File: src/rtl/alu_op_pkg.sv
// Operation codes shared between ALUController and the execute-stage ALU.
package alu_op_pkg;

    localparam int unsigned ALU_OP_W = 4;

    typedef enum logic [ALU_OP_W-1:0] {
        OpAnd   = 4'b0000,
        OpOr    = 4'b0001,
        OpAdd   = 4'b0010,
        OpXor   = 4'b0011,
        OpSll   = 4'b0100,
        OpSrl   = 4'b0101,
        OpSub   = 4'b0110,
        OpSra   = 4'b0111,
        OpEq    = 4'b1000,
        OpNe    = 4'b1001,
        OpPassB = 4'b1010,
        OpRsvd  = 4'b1011,
        OpLt    = 4'b1100,
        OpGe    = 4'b1101,
        OpLtu   = 4'b1110,
        OpGeu   = 4'b1111
    } alu_op_e;

    function automatic logic is_shift(input alu_op_e op);
        return (op == OpSll) || (op == OpSrl) || (op == OpSra);
    endfunction

endpackage

File: src/rtl/alu_shift_unit.sv
// Iterative shifter: moves at most SHIFT_STEP bit positions per cycle until the count runs out.
module alu_shift_unit #(
    parameter int unsigned DATA_WIDTH = 32,
    parameter int unsigned SHIFT_STEP = 1
) (
    input  logic                          clk,
    input  logic                          reset,
    input  logic                          load,
    input  logic                          dir,
    input  logic                          arith,
    input  logic [DATA_WIDTH-1:0]         a,
    input  logic [$clog2(DATA_WIDTH)-1:0] shamt,
    output logic                          busy,
    output logic [DATA_WIDTH-1:0]         value
);

    localparam int unsigned SHW = $clog2(DATA_WIDTH);
    localparam int unsigned AW  = SHW + 1;
    localparam logic [AW-1:0] STEP_L = AW'(SHIFT_STEP);

    logic [DATA_WIDTH-1:0] value_q, value_d;
    logic [SHW-1:0]        rem_q, rem_d;
    logic                  dir_q, dir_d;
    logic                  arith_q, arith_d;
    logic [AW-1:0]         amt;

    always_comb begin
        value_d = value_q;
        rem_d   = rem_q;
        dir_d   = dir_q;
        arith_d = arith_q;
        amt     = (AW'(rem_q) < STEP_L) ? AW'(rem_q) : STEP_L;
        if (load) begin
            value_d = a;
            rem_d   = shamt;
            dir_d   = dir;
            arith_d = arith;
        end else if (rem_q != '0) begin
            if (!dir_q) begin
                value_d = value_q << amt;
            end else if (arith_q) begin
                value_d = $signed(value_q) >>> amt;
            end else begin
                value_d = value_q >> amt;
            end
            rem_d = rem_q - amt[SHW-1:0];
        end
    end

    // Both outputs look one step ahead so the owner can leave SHIFT on the final step's edge.
    assign busy  = (rem_d != '0);
    assign value = value_d;

    always_ff @(posedge clk or negedge reset) begin
        if (!reset) begin
            value_q <= '0;
            rem_q   <= '0;
            dir_q   <= 1'b0;
            arith_q <= 1'b0;
        end else begin
            value_q <= value_d;
            rem_q   <= rem_d;
            dir_q   <= dir_d;
            arith_q <= arith_d;
        end
    end

endmodule

File: src/rtl/alu_multicycle_exec.sv
// Execute-stage ALU with valid/ready handshakes; shifts run on an iterative shifter.
module alu_multicycle_exec
    import alu_op_pkg::*;
#(
    parameter int unsigned DATA_WIDTH = 32,
    parameter int unsigned SHIFT_STEP = 1
) (
    input  logic                  clk,
    input  logic                  reset,
    input  logic                  in_valid,
    output logic                  in_ready,
    input  logic [ALU_OP_W-1:0]   op,
    input  logic [DATA_WIDTH-1:0] a,
    input  logic [DATA_WIDTH-1:0] b,
    output logic                  out_valid,
    input  logic                  out_ready,
    output logic [DATA_WIDTH-1:0] result,
    output logic                  branch_taken
);

    localparam int unsigned SHW = $clog2(DATA_WIDTH);

    typedef enum logic [1:0] {StIdle, StShift, StDone} state_e;

    state_e                state_q, state_d;
    logic [DATA_WIDTH-1:0] result_q, result_d;
    logic                  branch_q, branch_d;
    logic [DATA_WIDTH-1:0] alu_value, shift_value;
    logic                  cmp, shift_load, shift_busy;
    alu_op_e               op_e;
    logic [SHW-1:0]        shamt;

    assign op_e  = alu_op_e'(op);
    assign shamt = b[SHW-1:0];

    always_comb begin
        cmp = 1'b0;
        case (op_e)
            OpEq:    cmp = (a == b);
            OpNe:    cmp = (a != b);
            OpLt:    cmp = ($signed(a) < $signed(b));
            OpGe:    cmp = ($signed(a) >= $signed(b));
            OpLtu:   cmp = (a < b);
            OpGeu:   cmp = (a >= b);
            default: cmp = 1'b0;
        endcase
    end

    always_comb begin
        alu_value = '0;
        case (op_e)
            OpAnd:   alu_value = a & b;
            OpOr:    alu_value = a | b;
            OpAdd:   alu_value = a + b;
            OpXor:   alu_value = a ^ b;
            OpSub:   alu_value = a - b;
            // Shifts only take this path when shamt is zero.
            OpSll, OpSrl, OpSra: alu_value = a;
            OpPassB: alu_value = b;
            OpEq, OpNe, OpLt, OpGe, OpLtu, OpGeu: alu_value = DATA_WIDTH'(cmp);
            default: alu_value = '0;
        endcase
    end

    always_comb begin
        state_d    = state_q;
        result_d   = result_q;
        branch_d   = branch_q;
        shift_load = 1'b0;
        unique case (state_q)
            StIdle: begin
                if (in_valid) begin
                    if (is_shift(op_e) && (shamt != '0)) begin
                        shift_load = 1'b1;
                        state_d    = StShift;
                    end else begin
                        result_d = alu_value;
                        branch_d = cmp;
                        state_d  = StDone;
                    end
                end
            end
            StShift: begin
                if (!shift_busy) begin
                    result_d = shift_value;
                    branch_d = 1'b0;
                    state_d  = StDone;
                end
            end
            StDone: begin
                if (out_ready) begin
                    state_d = StIdle;
                end
            end
            default: state_d = StIdle;
        endcase
    end

    always_ff @(posedge clk or negedge reset) begin
        if (!reset) begin
            state_q  <= StIdle;
            result_q <= '0;
            branch_q <= 1'b0;
        end else begin
            state_q  <= state_d;
            result_q <= result_d;
            branch_q <= branch_d;
        end
    end

    alu_shift_unit #(
        .DATA_WIDTH(DATA_WIDTH),
        .SHIFT_STEP(SHIFT_STEP)
    ) u_shift (
        .clk   (clk),
        .reset (reset),
        .load  (shift_load),
        .dir   (op_e != OpSll),
        .arith (op_e == OpSra),
        .a     (a),
        .shamt (shamt),
        .busy  (shift_busy),
        .value (shift_value)
    );

    assign in_ready     = (state_q == StIdle);
    assign out_valid    = (state_q == StDone);
    assign result       = result_q;
    assign branch_taken = branch_q;

endmodule
File: config.mk
export PLATFORM = sky130hd
export DESIGN_NAME = alu_multicycle_exec
export DESIGN_NICKNAME = d
export VERILOG_FILES = /design/src/rtl/alu_op_pkg.sv /design/src/rtl/alu_shift_unit.sv /design/src/rtl/alu_multicycle_exec.sv
export SDC_FILE = /design/constraint.sdc
export NUM_CORES = 1
export LEC_CHECK = 0
export ABC_AREA = 1
export CELL_PAD_IN_SITES_DETAIL_PLACEMENT = 0
export CELL_PAD_IN_SITES_GLOBAL_PLACEMENT = 1
export CORE_MARGIN = 4
export CORE_UTILIZATION = 41
export CTS_CLUSTER_DIAMETER = 50
export DETAILED_ROUTE_END_ITERATION = 8
export GPL_TIMING_DRIVEN = 0
export PLACE_DENSITY = 0.91
export SETUP_SLACK_MARGIN = 0.4
export SLEW_MARGIN = 10
export SYNTH_ARGS = -nofsm -noshare
export SYNTH_HDL_FRONTEND = slang
export SYNTH_HIERARCHICAL = 1
export SYNTH_SLANG_ARGS = --single-unit
export TNS_END_PERCENT = 20
File: constraint.sdc
create_clock -name clk -period 2.8 [get_ports clk]
set_input_delay 0.56 -clock clk [delete_from_list [all_inputs] [get_ports clk]]
set_output_delay 0.56 -clock clk [all_outputs]
set_load 0.02 [all_outputs]
# Yosys cells after proc, flatten, opt, wreduce, memory -nomap -nowiden

Index checks and enable logic that the tools add are counted.

Input bits: 72
Bits in registers: 74

Bitwise logic cells: 3
Shifts and indexed selects: 3
Eq/ne operators: 23
Add/subtract/negate cells: 3
Reduce and logical (&&, ||, !) cells: 13
$lt $le $gt $ge: 5
Multiplexer cells: 25

Operators with widths:

| cell                                           | number |
|---|---|
| one-hot mux 32 bit (8 select lines)            | 1 |
| two-way mux 32 bit                             | 7 |
| >= comparator 32 bit                           | 2 |
| < comparator 32 bit                            | 2 |
| one-hot mux 32 bit (2 select lines)            | 1 |
| adder 32 bit                                   | 1 |
| bitwise AND 32 bit                             | 1 |
| == test 32 bit                                 | 1 |
| inequality test 32 bit                         | 1 |
| OR 32 bit                                      | 1 |
| << shifter 32 x 6 -> 32 bit                    | 1 |
| right shift 32 x 6 -> 32 bit                   | 1 |
| >>> shifter 32 x 6 -> 32 bit                   | 1 |
| subtractor 32 bit                              | 1 |
| XOR 32 bit                                     | 1 |
| == test 4 bit (second input constant)          | 7 |
| == test 4 x 3 -> 1 bit (second input constant) | 4 |
| two-way mux 5 bit                              | 3 |
| nonzero test 5 bit                             | 3 |
| == test 4 x 2 -> 1 bit (second input constant) | 2 |
| two-way mux 2 bit                              | 4 |
| two-way mux 1 bit                              | 6 |
| inequality test 2 bit (second input constant)  | 3 |
| one-hot mux 1 bit (6 select lines)             | 1 |
| other kinds (18)                               | 19 |

# Longest topological paths before layout

Depth after elaboration: 11
Gate-level depth with buffers: 21
Depth with buffers taken out: 19

# By module

The synthesis kept the hierarchy.

Modules (own cells, without submodules):

| module              | instances | sequential area each (um^2) | cells each | area each (um^2) |
|---|---|---|---|---|
| alu_multicycle_exec | 1         | 875.8                       | 1337       | 7897.6 |
| alu_shift_unit      | 1         | 975.9                       | 303        | 2247.2 |

# Least setup slack after synthesis

No wires, ideal clock.

Path kind: input -> register
Start: in op[3]
End: reg result_q[20] (netlist: result[20])
Path buffers: 3
Setup slack: 136 ps
Data arrival time: 2542 ps
Stages on the path: 19
Library setup time: 122 ps
Required time: 2678 ps
Cell sequence: inv_1 > nand2_1 > nor2_1 > o311ai_1 > nor2_1 > buf_2 > inv_2 > buf_4 > nand2_1 > nand2_1 > inv_1 > nand3_1 > nand2_1 > nand2_1 > inv_1 > nand3_2 > buf_2 > a21oi_1 > a21oi_2

Cells in the longest elaborated chain, start to end: 11

Ends and longest elaborated chain:

| what                                       | line                       | text |
|---|---|---|
| from (decl)                                | alu_multicycle_exec.sv:12  | `input logic [ALU_OP_W-1:0] op,` |
| == test 4 x 3 -> 1 bit                     | alu_op_pkg.sv:26           | `return (op == OpSll) \|\| (op == OpSrl) \|\| (op == OpSra);` |
| logical OR 1 bit                           | alu_op_pkg.sv:26           |  |
| logical OR 1 bit (*)                       | alu_op_pkg.sv:26           |  |
| logical AND 1 bit (*)                      | alu_multicycle_exec.sv:73  | `if (is_shift(op_e) && (shamt != '0)) begin` |
| two-way mux 1 bit (*)                      | alu_multicycle_exec.sv:73  |  |
| two-way mux 1 bit (*)                      | alu_multicycle_exec.sv:72  | `if (in_valid) begin` |
| two-way mux 1 bit (*)                      | alu_multicycle_exec.sv:70  | `unique case (state_q)` |
| via shift_load                             | alu_multicycle_exec.sv:29  | `logic cmp, shift_load, shift_busy;` |
| two-way mux 5 bit (*)                      | alu_shift_unit.sv:33       | `if (load) begin` |
| via u_shift.rem_d[3]                       | alu_shift_unit.sv:22       | `logic [SHW-1:0] rem_q, rem_d;` |
| nonzero test 5 bit (*)                     | alu_shift_unit.sv:51       | `assign busy = (rem_d != '0);` |
| via shift_busy                             | alu_multicycle_exec.sv:29  |  |
| inequality test 2 bit (no source line) (*) | --                         |  |
| AND reduction 4 bit (no source line) (*)   | --                         |  |
| to (signal assigned)                       | alu_multicycle_exec.sv:106 | `result_q <= result_d;` |
| to (decl)                                  | alu_multicycle_exec.sv:26  | `logic [DATA_WIDTH-1:0] result_q, result_d;` |

Mark *: on every way through the listed nets, which the timed path passes. The rest lies on a longest branch. The select of a mux whose other input is x is not followed.
A chain may end at the register's enable or synchronous reset.

# Worst setup path after layout

Start: in op[3]
End: reg result_q[17] (netlist: result[17])

Cells in the longest elaborated chain, start to end: 11

Ends and longest elaborated chain:

| what                                   | line |
|---|---|
| == test 4 x 3 -> 1 bit                 | alu_op_pkg.sv:26, alu_multicycle_exec.sv:51 |
| logical OR 1 bit (2 in a row)          | alu_op_pkg.sv:26 |
| logical AND 1 bit                      | alu_multicycle_exec.sv:73 |
| two-way mux 1 bit                      | alu_multicycle_exec.sv:73 |
| two-way mux 1 bit                      | alu_multicycle_exec.sv:72 |
| two-way mux 1 bit                      | alu_multicycle_exec.sv:70 |
| two-way mux 5 bit                      | alu_shift_unit.sv:33 |
| nonzero test 5 bit                     | alu_shift_unit.sv:51 |
| inequality test 2 bit (no source line) | -- |
| AND reduction 4 bit (no source line)   | -- |

Parallel ways exist; a longest one is shown, timed or not. The select of a mux whose other input is x is not followed.

==> out/qor.txt <==
syn_area_per_cell - 6.186 µm²
worst hold path type - input pin to asynchronous set/reset pin
Synth Area in Adders - 12.36%
fin crit share - 94.83%
H-tree levels - 3
Power Density - 703.7 nW/µm²
total gr overflow - 0
syn nets - 1811
Max Used Layer - met4
area of the multi-input gates - 8199 µm²
setup violators final - 0
CP max stage delay - 0.45 ns
Vias - 12650
first-pass GRT wire length - 70050 µm
die height - 165.3 µm
Top-Level Pins - 107
multiplexer area fraction after synthesis - 0%
crit path time final - 2.655 ns
status - finished, final reports clean
worst-skew pair later-pin latency - 0.34 ns
Reg2Reg Capture Point - result[17]
Synth Area in Compound Gates - 24.37%
Slew HR - 26.52%
type of destination of the critical path - register
PortBufs - 106
Initial DRC Count - 1339
Crit path top cell by count - buf_4
Post-Synth XOR/XNOR Area - 0.1727%
CP top delay family - buffers and inverters
Synth Area in Simple Gates - 32.17%
# clock sinks - 74
fmax - 0.3766 GHz
Reg2Reg Setup Slack - 0.19 ns
DRC - 0
worst path required time - 3.02 ns
Synth Cell Area - 10140 µm²
final worst slack - 0.1449 ns
detailed placement HPWL - 36990 µm
die width - 165.3 µm
warning count from the yosys run - 6
main combinational cell family by area after synthesis - simple AND/OR/NAND/NOR gates
CP startpoint - op[3]
WP buf/inv - 7
DR WL met2 - 21650 µm
Synth cell types - 55
R2R cell count - 19
clk root buf - clkbuf_16
gpl congestion - 1.053
Area growth syn-to-layout - 36.45%
CP Launch Type - input pin
Post-DRT Antenna Nets - 0
pre-CTS setup slack - -0.9463 ns
DR vias/cell - 5.887
Layout fillers - 2366
TritonCTS buffer count - 9
max-slew violations - 0
final hold viol count - 0
TritonRoute pass-1 iters - 6
CTS tree - done
reg2reg start - state_q[0]
Seq cells post-synth - 74
clk buf depth - 2
Worst Setup EP - result[17]
diode count - 0
Core Util, Final - 56.92%
drt wl/cell - 22.29 µm
antenna violations before repair - 0
worst-path maximum fanout - 10
WP depth - 14
Rows - 57
CTS clk-pin slew, worst paths - 0.06 ns
All-Layer GR Usage - 34.09%
initial core utilization - 41.71%
Arrival @ worst endpoint - 2.88 ns
Placeable Area - 24320 µm²
slowest CP cell - clkbuf_2
synthesized instance count - 1640
worst-margin pin slew - 1.102 ns
share of layout cells above drive strength 1 - 28.22%
vias in the first global route - 11980
hold_buf cts - 0
total length of routed met3 wires - 4833 µm
peak supply drop - 0.5478 mV
FF/Latch Area - 1856 µm²
max-cap violation count - 0
sequential element share of the synthesized area - 18.25%
largest net degree at the start of global routing - 41
Leak - 6.348 nW
crit path cell chain - buf_4, inv_4, buf_4, buf_4, buf_4, buf_4, nor2_1, nand2_1, clkbuf_2, o22ai_1, a211oi_1, nand3_2, nand2_2, a21oi_2
M1 WL - 19010 µm
RSZ-0062 raised after global routing - yes
DRT Wirelength - 47890 µm
Setup CP Type - input pin to register
full die area - 27320 µm²
Final Skew - 0.008927 ns
Total Nets Final - 1991
==> registers in the layout, summed over array words and instances (netlist names) <==
name,count
result,32
u_shift/value_q,32
u_shift/rem_q,5
state_q,2
branch_taken,1
u_shift/arith_q,1
u_shift/dir_q,1
==> worst register-to-register path, cell delays in order, from the launching register on <==
cell      delay (ns)
dfrtp_2         0.44
nor2_4          0.19
o311ai_4        0.13
nor2_2          0.16
buf_6           0.16
inv_8           0.05
nand3_1         0.07
nand2_1         0.07
nor2_1          0.17
nand3_2         0.11
nand2_2         0.10
nand2_2         0.07
inv_2           0.07
nand3_4         0.10
buf_12          0.18
inv_12          0.09
buf_12          0.11
buf_12          0.13
nor2_4          0.04
a21oi_2         0.09
==> metrics by stage <==
step	instances	hold slack (ns)	setup TNS (ns)	power, mW	cell area (µm²)
after floorplan	1640	0.2644	0	5.294	10250
final	2149	0.1686	0	9.740	13840
after detailed placement	2071	0.4807	-32.05	7.132	11740
after global placement	2070	0.4733	-137.56	7.060	11720
after CTS	2147	0.1819	0	9.363	13580
after global routing	2149	0.1978	0	10.29	13840
==> worst min path at each step <==
stage,startpoint,end,slack (ns),depth (start not counted)
2_1_floorplan,reset,branch_taken,0.26,0
3_3_place_gp,branch_taken,branch_taken,0.47,2
3_5_place_dp,branch_taken,branch_taken,0.48,2
4_1_cts,reset,u_shift/value_q[5],0.18,1
5_1_grt,reset,result[4],0.20,1
6_report,reset,u_shift/value_q[4],0.17,1
==> power breakdown <==
part / internal (mW) / leakage [nW] / switching (mW)
Sequential: 1.64 / 0.872 / 0.455
Combinational: 2.70 / 5.35 / 3.85
Clock: 0.609 / 0.126 / 0.486
==> cells in the mapped netlist, drive strengths merged <==
| cell type | n | area [µm²] |
|---|---|---|
| nand2 | 374 | 1449 |
| o21a | 1 | 7.510 |
| o31ai | 1 | 7.510 |
| nor3 | 20 | 110.1 |
| o311ai | 2 | 17.52 |
| fa | 2 | 40.04 |
| dfrtp | 74 | 1852 |
| buf | 58 | 390.4 |
| ha | 97 | 1214 |
| o22ai | 35 | 219.0 |
| nand3 | 133 | 698.2 |
| a211oi | 13 | 97.59 |
| xor2 | 2 | 17.52 |
| a221oi | 10 | 87.58 |
| a2111oi | 2 | 17.52 |
| nand3b | 1 | 7.510 |
| o211ai | 24 | 215.2 |
| a21o | 2 | 15.01 |
| nor4 | 3 | 18.77 |
| o221ai | 9 | 78.83 |
| o21ai | 125 | 640.6 |
| a31oi | 3 | 18.77 |
| nand4 | 13 | 81.33 |
| o41ai | 1 | 8.760 |
| a21oi | 175 | 932.2 |
| and3 | 1 | 6.260 |
| or2 | 6 | 37.54 |
| clkbuf | 14 | 52.55 |
| and2 | 2 | 15.02 |
| inv | 224 | 843.3 |
| nor2 | 199 | 839.6 |
| a21boi | 1 | 7.510 |
| o21bai | 10 | 75.07 |
| o2111ai | 3 | 26.28 |
==> cell usage in the layout, fill, tap and decap left out, drive strengths merged, types with 3 or more instances in the layout <==
master         count
dlygate4sd2       25
or2                6
a221oi            10
clkdlybuf4s50     41
nor4               3
a31oi              3
nand3            133
nand2            374
nor3              20
inv              224
nand4             13
a211oi            13
dfrtp             74
o21ai            125
clkinvlp           6
o21bai            10
o211ai            24
buf              138
clkbuf            30
a21oi            175
o22ai             35
nor2             199
o221ai             9
o2111ai            3
clkdlybuf4s15     16
ha                97
==> cell type report <==
type / count / share of cell area [%]
Clock inverter: 6 / 0.3525
Buffer: 72 / 4.294
Timing Repair Buffer: 169 / 11.60
Multi-Input combinational cell: 1270 / 59.23
Clock buffer: 10 / 1.654
Inverter: 224 / 6.535
Sequential cell: 74 / 13.41
Tap cell: 324 / 2.929
==> cell families (layout without fill, tap and decap cells) <==
family | count (synthesis) | after routing
AND/OR/NAND/NOR | 752 | 752
buffers and inverters | 296 | 481
adder cells (fa/ha/maj) | 99 | 99
flip-flops | 74 | 74
XOR/XNOR | 2 | 2
AO/OA/AOI/OAI | 417 | 417
==> routing by layer <==
metal | global-route usage [%] | vias to the layer above
met4 | 14.55 | 0
met1 | 44.56 | 5995
met2 | 55.51 | 681
li1 | - | 5827
met5 | 0 | -
met3 | 5.907 | 148
==> repair_timing <==
item,CTS,global route
pin swaps,76,31
cloned,6,0
resized for setup,470,95
buffers inserted,54,2
endpoints found under the setup margin,68,34
Power figures use the tool's default switching activity.
